[src/rtl/mod_updown_counter.sv]
`default_nettype none
// +----------------------------------------------------------------------------+
// | Module  : mod_updown_counter                                               |
// | Brief   : Up/down modulo counter with load, terminal count, wrap pulse     |
// |           and sticky overflow flag; wrap or saturate at the boundary.      |
// | Rev     : 1.0                                                              |
// +----------------------------------------------------------------------------+
module mod_updown_counter #(
  parameter int               WIDTH    = 8,
  parameter logic [WIDTH-1:0] MAX_VAL  = {WIDTH{1'b1}},
  parameter bit               SATURATE = 1'b0
) (
  input  logic             clk,
  input  logic             rst,
  input  logic             en,
  input  logic             m,
  input  logic             load,
  input  logic [WIDTH-1:0] load_val,
  input  logic             clr_ovf,
  output logic [WIDTH-1:0] count,
  output logic             tc,
  output logic             wrap,
  output logic             ovf
);

  localparam logic [WIDTH-1:0] c_max_val = MAX_VAL;
  localparam logic [WIDTH-1:0] c_zero    = '0;
  localparam logic [WIDTH-1:0] c_one     = {{(WIDTH-1){1'b0}}, 1'b1};

  logic [WIDTH-1:0] r_count;
  logic             r_wrap;
  logic             r_ovf;

  logic             w_tc;
  logic             w_event;
  logic [WIDTH-1:0] w_load_clamped;
  logic [WIDTH-1:0] w_count_nxt;

  assign w_tc           = m ? (r_count == c_max_val) : (r_count == c_zero);
  assign w_event        = en & ~load & w_tc;
  assign w_load_clamped = (load_val > c_max_val) ? c_max_val : load_val;

  // Increment/decrement only happen off the boundary, so the WIDTH-bit
  // arithmetic never overflows even when MAX_VAL is all ones.
  always_comb begin
    w_count_nxt = r_count;
    if (load) begin
      w_count_nxt = w_load_clamped;
    end else if (en) begin
      if (w_tc) begin
        if (SATURATE == 1'b0) begin
          w_count_nxt = m ? c_zero : c_max_val;
        end
      end else if (m) begin
        w_count_nxt = r_count + c_one;
      end else begin
        w_count_nxt = r_count - c_one;
      end
    end
  end

  always_ff @(posedge clk) begin
    if (!rst) begin
      r_count <= c_zero;
      r_wrap  <= 1'b0;
      r_ovf   <= 1'b0;
    end else begin
      r_count <= w_count_nxt;
      r_wrap  <= w_event;
      // A boundary event beats a simultaneous clear.
      r_ovf   <= w_event | (r_ovf & ~clr_ovf);
    end
  end

  assign count = r_count;
  assign tc    = w_tc;
  assign wrap  = r_wrap;
  assign ovf   = r_ovf;

endmodule
`default_nettype wire

[config.mk]
export PLATFORM = sky130hd
export DESIGN_NAME = mod_updown_counter
export DESIGN_NICKNAME = d
export VERILOG_FILES = /design/src/rtl/mod_updown_counter.sv
export SDC_FILE = /design/constraint.sdc
export NUM_CORES = 1
export LEC_CHECK = 0
export ABC_CLOCK_PERIOD_IN_PS = 2000
export CORE_MARGIN = 2
export CORE_UTILIZATION = 46
export DETAILED_ROUTE_END_ITERATION = 10
export PLACE_DENSITY_LB_ADDON = 0.12
export SYNTH_ARGS = -nofsm -noshare
export SYNTH_HDL_FRONTEND = slang
export SYNTH_SLANG_ARGS = --single-unit
[constraint.sdc]
create_clock -name clk -period 2 [get_ports clk]
set_input_delay 0.3 -clock clk [delete_from_list [all_inputs] [get_ports clk]]
set_output_delay 0.3 -clock clk [all_outputs]
set_load 0.005 [all_outputs]
# After elaboration in Yosys (flattened, before gate mapping)
# Index checks and enable logic that the tools add are counted.
# word_totals
ff_bits,10
in_bits,14
output_inout_bits,11
wordCells,22
# classes
addsub,2
magnitude_cmp,1
eq_ne,1
n_mux,7
bitwise,6
n_reduce_logical,2
# ops
op,count
8-bit two-way mux,6
8-bit by 1-bit adder with 8-bit output (second input constant),1
8-bit == test (second input constant),1
8-bit greater-than comparator (second input constant),1
8-bit zero test,1
8-bit by 1-bit subtractor with 8-bit output (second input constant),1
1-bit AND,3
1-bit inverter,2
2-bit nonzero test,1
1-bit two-way mux,1
1-bit OR,1

# Longest topological paths before layout
# Gate-level depths: netlist of run 1.
# depth
word_depth,5
ltp_mapped,7
mapped_depth_nobuf,7

# Worst setup path before layout of run 1
# OpenSTA, ideal clock, no wires.
# synth_timing
path_type,input to register
from,input port m
to,"register r_count[5], in the netlist count[5]"
setup_ns,0.058
arrival_ns,1.703
required_time_ns,1.942
slack_ns,0.239
path_stages,7
n_path_buf,0
path_cell_list,inv_1 -> ha_1 -> a211oi_1 -> o21bai_1 -> a21oi_1 -> mux2_2 -> nand2_1
# synth_via
elab_chain_len,4
word_cells_on_any_way,6
classes_between,mux: 6
# synth_lines
element,line,text
from (decl),16,"input logic m,"
"8-bit two-way mux, or another cell as far along",54,end else if (m) begin
8-bit two-way mux (*),50,if (w_tc) begin
8-bit two-way mux (*),49,end else if (en) begin
8-bit two-way mux (*),47,if (load) begin
to (signal assigned),64,r_count <= c_zero;
to (signal assigned),68,r_count <= w_count_nxt;
to (decl),30,logic [WIDTH-1:0] r_count;
# Mark *: on every way between the ends. The rest lies on a longest branch, timed or not. The select of a mux whose other input is x is not followed.
# A chain may end at the register's enable or synchronous reset.

# Worst setup path in the final report of run 1
# layout_timing
from,"register r_count[1], in the netlist count[1]"
to,output port tc
# layout_via
elab_chain_len,2
word_cells_on_any_way,3
classes_between,eq/ne: 1; mux: 1; reduce/logical: 1
# layout_lines
element,line,text
8-bit == test / 8-bit zero test (equally long branches),39,assign w_tc = m ? (r_count == c_max_val) : (r_count == c_zero);
1-bit two-way mux (*),39,
to (decl),21,"output logic tc,"
# Mark *: on every way between the ends. The rest lies on a longest branch, timed or not.

==> results of run 1 <==
## where the power goes
part | internal, mW | total [mW] | switching, mW | leakage, nW
clock network | 0.111 | 0.197 | 0.0861 | 0.0210
logic | 0.221 | 0.385 | 0.164 | 0.479
registers | 0.218 | 0.233 | 0.0149 | 0.0829
total | 0.550 | 0.815 | 0.265 | 0.583
## worst min-delay path, cell delays in order (launching register included)
cell,delay [ns]
dfxtp_1,0.31
inv_1,0.05
o22ai_1,0.07
and2_1,0.15
## cells in the final DEF, fill, tap and decap left out, drive strengths merged, types with 2 or more instances in the layout
cell	synthesis	layout
buf	2	27
clkdlybuf4s50	0	22
dfxtp	10	10
nand2	8	8
o21ai	8	8
a21oi	6	6
ha	6	6
nand2b	5	5
clkbuf	2	4
or3	3	3
nand3	3	3
nor2	3	3
o311ai	3	3
xnor2	3	3
inv	3	3
a211oi	2	2
a21o	2	2
a211o	2	2
o211ai	2	2
a31oi	2	2
nor3b	2	2
and2	2	2
o21bai	2	2
nor2b	2	2
nor3	2	2
## timing repair
item                       4_1_cts  5_1_grt
gates resized for setup         12        5
buffers inserted                 0        2
pin swaps                        4        9
setup endpoints to repair        4        5
## cell type report
type,count,area (um^2)
flip-flops and latches,10,201
multi-input cells,83,647
clock buffers,4,36.3
inverters,3,11.3
fillers,116,348
repair buffers,50,433
well taps,25,31.3
## per-layer routing
metal	part of all wire	GRT usage	wire, um	vias up
met3	0.066	0.0392	177	4
met2	0.52	0.486	1400	33
met1	0.40	0.339	1060	473
met4	0.016	0.0857	44	0
li1	-	-	-	481
met5	0	0	0	-
## flip-flops by register name, indices dropped and copies added, names as in the netlist
name	count
count	8
ovf	1
wrap	1
## logic make-up (layout without fill, tap and decap cells)
family	Yosys count	count (layout)
and+or+nand+nor	37	37
AOI/OAI and AO/OA	33	33
DFF	10	10
adders and majority gates	7	7
buffers and inverters	7	57
xor gates and xnor gates	4	4
muxes	2	2
## worst min path at each step
stage,endpoint,slack (ns)
floorplan,count[1],0.50
global placement,ovf,0.59
detailed placement,ovf,0.62
CTS,ovf,0.64
global route,ovf,0.66
finish,ovf,0.63
## through the flow
step | setup TNS, ns | total power [mW]
final | 0 | 0.815
after global routing | -0.0228 | 0.864
after CTS | -0.00839 | 0.796
after detailed placement | -1.75 | 0.582
after global placement | -1.51 | 0.573
after floorplan | 0 | 0.409
## synthesized netlist by cell type (2+ instances only)
library cell,count
clkbuf_1,2
nor3_1,2
nor2b_1,2
a21o_1,2
nand2_1,8
or3_1,3
nor2_1,3
o21ai_0,7
a31oi_1,2
a21oi_1,6
xnor2_1,3
nor3b_1,2
o311ai_0,3
a211oi_1,2
ha_1,6
nand3_1,3
inv_1,3
nand2b_1,5
and2_1,2
o211ai_1,2
dfxtp_1,10
o21bai_1,2
a211o_1,2
==> results.tsv, run 1 <==
metric	value	unit
status	complete, no violations	
hold_path_class	reg -> reg	
synth_area_per_cell	8.28	um^2
syn_inst	100	
hold_start	ovf	
worst_r2r_path_depth	7	
synth_top_family_by_area	simple AND/OR/NAND/NOR gates	
post_drt_wl_per_cell	15.3	um
slew_headroom	0.775	
clockBufferDepth	2	
track_usage	0.275	
dp.cells	169	
synth_seq_cells	10	
start_util	0.485	
globalRoute.totalOverflow	0	
synth_ff_type	dfxtp_1	
portBuffers	24	
grt_pass1_wl	4.13	mm
route.detailed.vias_per_inst	5.66	
hold_depth	3	
critPathTopFamily	simple AND/OR/NAND/NOR gates	
syn_area	828	um^2
synth_top_cells_by_area	dfxtp_1 (24%), ha_1 (9.1%), o21ai_0 (4.2%)	
final_antenna_net_count	0	
cts_tree	yes	
r2r_end	count[5]	
dpl_cell_area	0.00126	mm^2
root_buffer	clkbuf_4	
cts_made_buffers	3	
synth-edff-count	0	
rows	15	
setup_viol	0	
async_reset_ff_frac	0	
path_cells	or4_4 -> nor4_4 -> nor2_1 -> inv_1 -> buf_2	
yosys_warnings	0	
synth_nets	121	
cts.clk_slew.worst_paths	0.07	ns
required	1.70	ns
end_kind	output pin	
period_needed	1.96	ns
yosysSeqAreaShare	0.242	
finClkSkew	0.00935	ns
final_cells	175	
gp_congestion	0.930	
clock_sinks	10	
clk_latency	0.28	ns
slew_violations	0	
drt_iter0_drc	25	
worst_slew_pin_slew	0.334	ns
synthAdderAreaFrac	0.115	
vdd_drop_max	0.461	mV
leakage	0.583	nW
holdWs	0.626	ns
rsz0062_at_grt	yes	
drive_above_1_share	0.307	
nets	172	
postCtsHoldBufs	0	
r2r-start	count[1]	
crit_path_max_fanout	2	
grt_max_degree	18	
die_h	46.4	um
cp.depth	5	
die_width	46.4	um
synth_top_area_cell	dfxtp_1	
cp_slowest_cell	or4_4	
crit_path_max_incr_delay	0.55	ns
cts_max_level	1	
stdcell_area	0.00136	mm^2
arrival	1.66	ns
post-route-period-util	0.978	
worstSetupPathType	reg -> out	
grt_pass1_vias	916	
clock.fmax	511	MHz
core	0.00171	mm^2
cap_violations	0	
power_density	599	mW/mm^2
setup_slack	0.0432	ns
final_hold_viol_count	0	
fin_util	0.796	
io-pin-count	25	
place_ws	-0.391	ns
synth_xor_area_frac	0.0423	
syn_to_final_growth	64.2	%
wl	2.68	mm
num_vias	991	
reg2reg_slack	0.22	ns
synthMuxAreaShare	0.0257	
crit_buf_inv	2	
antenna_found_initial	0	
critical_path.startpoint	count[1]	
endpoint	tc	
dieArea	0.00216	mm^2
antenna_cells	0	
synth_top_cell_area_share	0.242	
cp-start-kind	register	
drt_pass1_iterations	4	
synth.distinct_cells	41	
hpwlAfterDp	1.91	mm
drc	0	
synth_compound_area_frac	0.264	
synthSimpleGateAreaFrac	0.273	
(Power assumes the default switching activity.)
==> inputs of run 2 (changes only) <==
Settings changed: RECOVER_POWER set to 50.
==> run 2 against run 1 <==
Compared with the run above: cell area is 0.28% lower; die area did not move; flip-flop and latch count did not move; critical path depth is the same; wire length down 0.26%; register-to-register slack hardly changed; final cell count unchanged; worst hold slack got worse by 0.0025 ns; count of clock-buffer cells in the layout unchanged; global-route usage unchanged; largest cell class unchanged.
==> results.tsv, run 2 (same netlist as run 1, synthesis figures left out) <==
metric	value	unit	change
cts_tree	yes		
root_buffer	clkbuf_4		
nets	172		unchanged
grt_pass1_vias	916		unchanged
clock_sinks	10		unchanged
cp_slowest_cell	or4_4		
dp.cells	169		unchanged
cp-start-kind	register		
io-pin-count	25		unchanged
slew_violations	0		unchanged
critical_path.startpoint	count[1]		
drc	0		unchanged
slew_headroom	0.773		-0.00148
reg2reg_slack	0.22	ns	about the same
cts_made_buffers	3		unchanged
post-route-period-util	0.979		about the same
largest_register_ffs	8		unchanged
crit_buf_inv	2		unchanged
r2r_end	count[5]		
final_antenna_net_count	0		unchanged
power.total	0.810	mW	-0.63%
period_needed	1.96	ns	+0.000256 ns
drt_iter0_drc	22		-12%
rsz0062_at_grt	yes		
drt_pass1_iterations	4		unchanged
gp_congestion	0.930		unchanged
finClkSkew	0.00983	ns	+0.000475 ns
final_cell_mix	buf_4 (25), clkdlybuf4s50_1 (16), dfxtp_1 (9)		
portBuffers	24		unchanged
die_width	46.4	um	unchanged
arrival	1.66	ns	about the same
antenna_found_initial	0		unchanged
leakage	0.594	nW	+1.9%
clk_latency	0.28	ns	about the same
route.detailed.vias_per_inst	5.67		+0.10%
path_cells	or4_4 -> nor4_4 -> nor2_1 -> inv_1 -> buf_2		
post_drt_wl_per_cell	15.3	um	-0.26%
r2r-start	count[1]		
wl	2.68	mm	-0.26%
power_density	597	mW/mm^2	-0.35%
start_util	0.485		unchanged
end_kind	output pin		
final_cells	175		unchanged
grt_max_degree	18		unchanged
setup_viol	0		unchanged
status	complete, no violations		
cts.clk_slew.worst_paths	0.07	ns	about the same
syn_to_final_growth	63.7	%	
die_h	46.4	um	unchanged
antenna_cells	0		unchanged
dieArea	0.00216	mm^2	unchanged
crit_path_max_fanout	2		unchanged
clock.fmax	511	MHz	about the same
required	1.70	ns	about the same
drive_above_1_share	0.300		-0.00667
final_hold_viol_count	0		unchanged
clockBufferDepth	2		unchanged
rows	15		unchanged
globalRoute.totalOverflow	0		unchanged
core	0.00171	mm^2	unchanged
cap_violations	0		unchanged
vdd_drop_max	0.461	mV	about the same
worst_slew_pin_slew	0.336	ns	+0.00220 ns
hold_path_class	reg -> reg		
final_common_cell	buf_4		
critPathTopFamily	simple AND/OR/NAND/NOR gates		
worstSetupPathType	reg -> out		
num_vias	992		+0.10%
track_usage	0.275		unchanged
grt_pass1_wl	4.13	mm	unchanged
cts_max_level	1		unchanged
hpwlAfterDp	1.91	mm	unchanged
cp.depth	5		unchanged
endpoint	tc		
n_fill_cell	118		+1.7%
worst_r2r_path_depth	7		unchanged
crit_path_max_incr_delay	0.55	ns	about the same
## run 2: layout make-up
class	count	area, um^2	share of cell area
Multi-Input combinational cell	83	647	0.477
Timing Repair Buffer	50	429	0.316
Sequential cell	10	201	0.149
Clock buffer	4	36.3	0.0268
Tap cell	25	31.3	0.0231
Inverter	3	11.3	0.00830
## run 2: stage by stage
step / hold slack (ns) / worst slack [ns] / setup TNS (ns) / instance area [um^2] / utilization
2_1_floorplan: 0.495 / 0.239 / 0 / 828 / -
3_3_place_gp: 0.592 / -0.346 / -1.51 / 1260 / 0.738
3_5_place_dp: 0.624 / -0.391 / -1.75 / 1260 / 0.738
4_1_cts: 0.636 / -0.00839 / -0.00839 / 1330 / 0.780
5_1_grt: 0.654 / -0.0228 / -0.0228 / 1360 / 0.794
6_report: 0.624 / 0.0429 / 0 / 1360 / 0.794
## run 2: what timing repair did
item | in CTS | in global routing
pin swaps | 4 | 9
endpoints found under the hold margin | 0 | 0
setup buffers | 0 | 2
gates resized for setup | 12 | 5
hold buffers | 0 | 0
endpoints found under the setup margin | 4 | 5
## run 2: worst min-delay path: stages, from the launching register on
cell and delay (ns):
dfxtp_1 0.31, inv_1 0.05, o22ai_1 0.08, and2_1 0.15
## run 2: report_power, final
part	internal [mW]	switching (mW)	total, mW
Combinational	0.216	0.164	0.380
Clock	0.111	0.0864	0.197
Sequential	0.218	0.0147	0.232
Total	0.545	0.265	0.810
## run 2: how the worst min path moves through the flow
stage               slack, ns  startpoint  depth (start not counted)        to
global route             0.65         ovf                          3       ovf
finish                   0.62         ovf                          3       ovf
global placement         0.59         ovf                          3       ovf
CTS                      0.64         ovf                          3       ovf
floorplan                0.50        load                          3  count[1]
detailed placement       0.62         ovf                          3       ovf
## run 2: routing by layer
layer	up-vias	share of wire	GRT usage	wire length, um
li1	481	-	-	-
met1	470	0.39	0.339	1060
met2	37	0.52	0.486	1380
met3	4	0.072	0.0392	192
met4	0	0.016	0.0857	44
met5	-	0	0	0
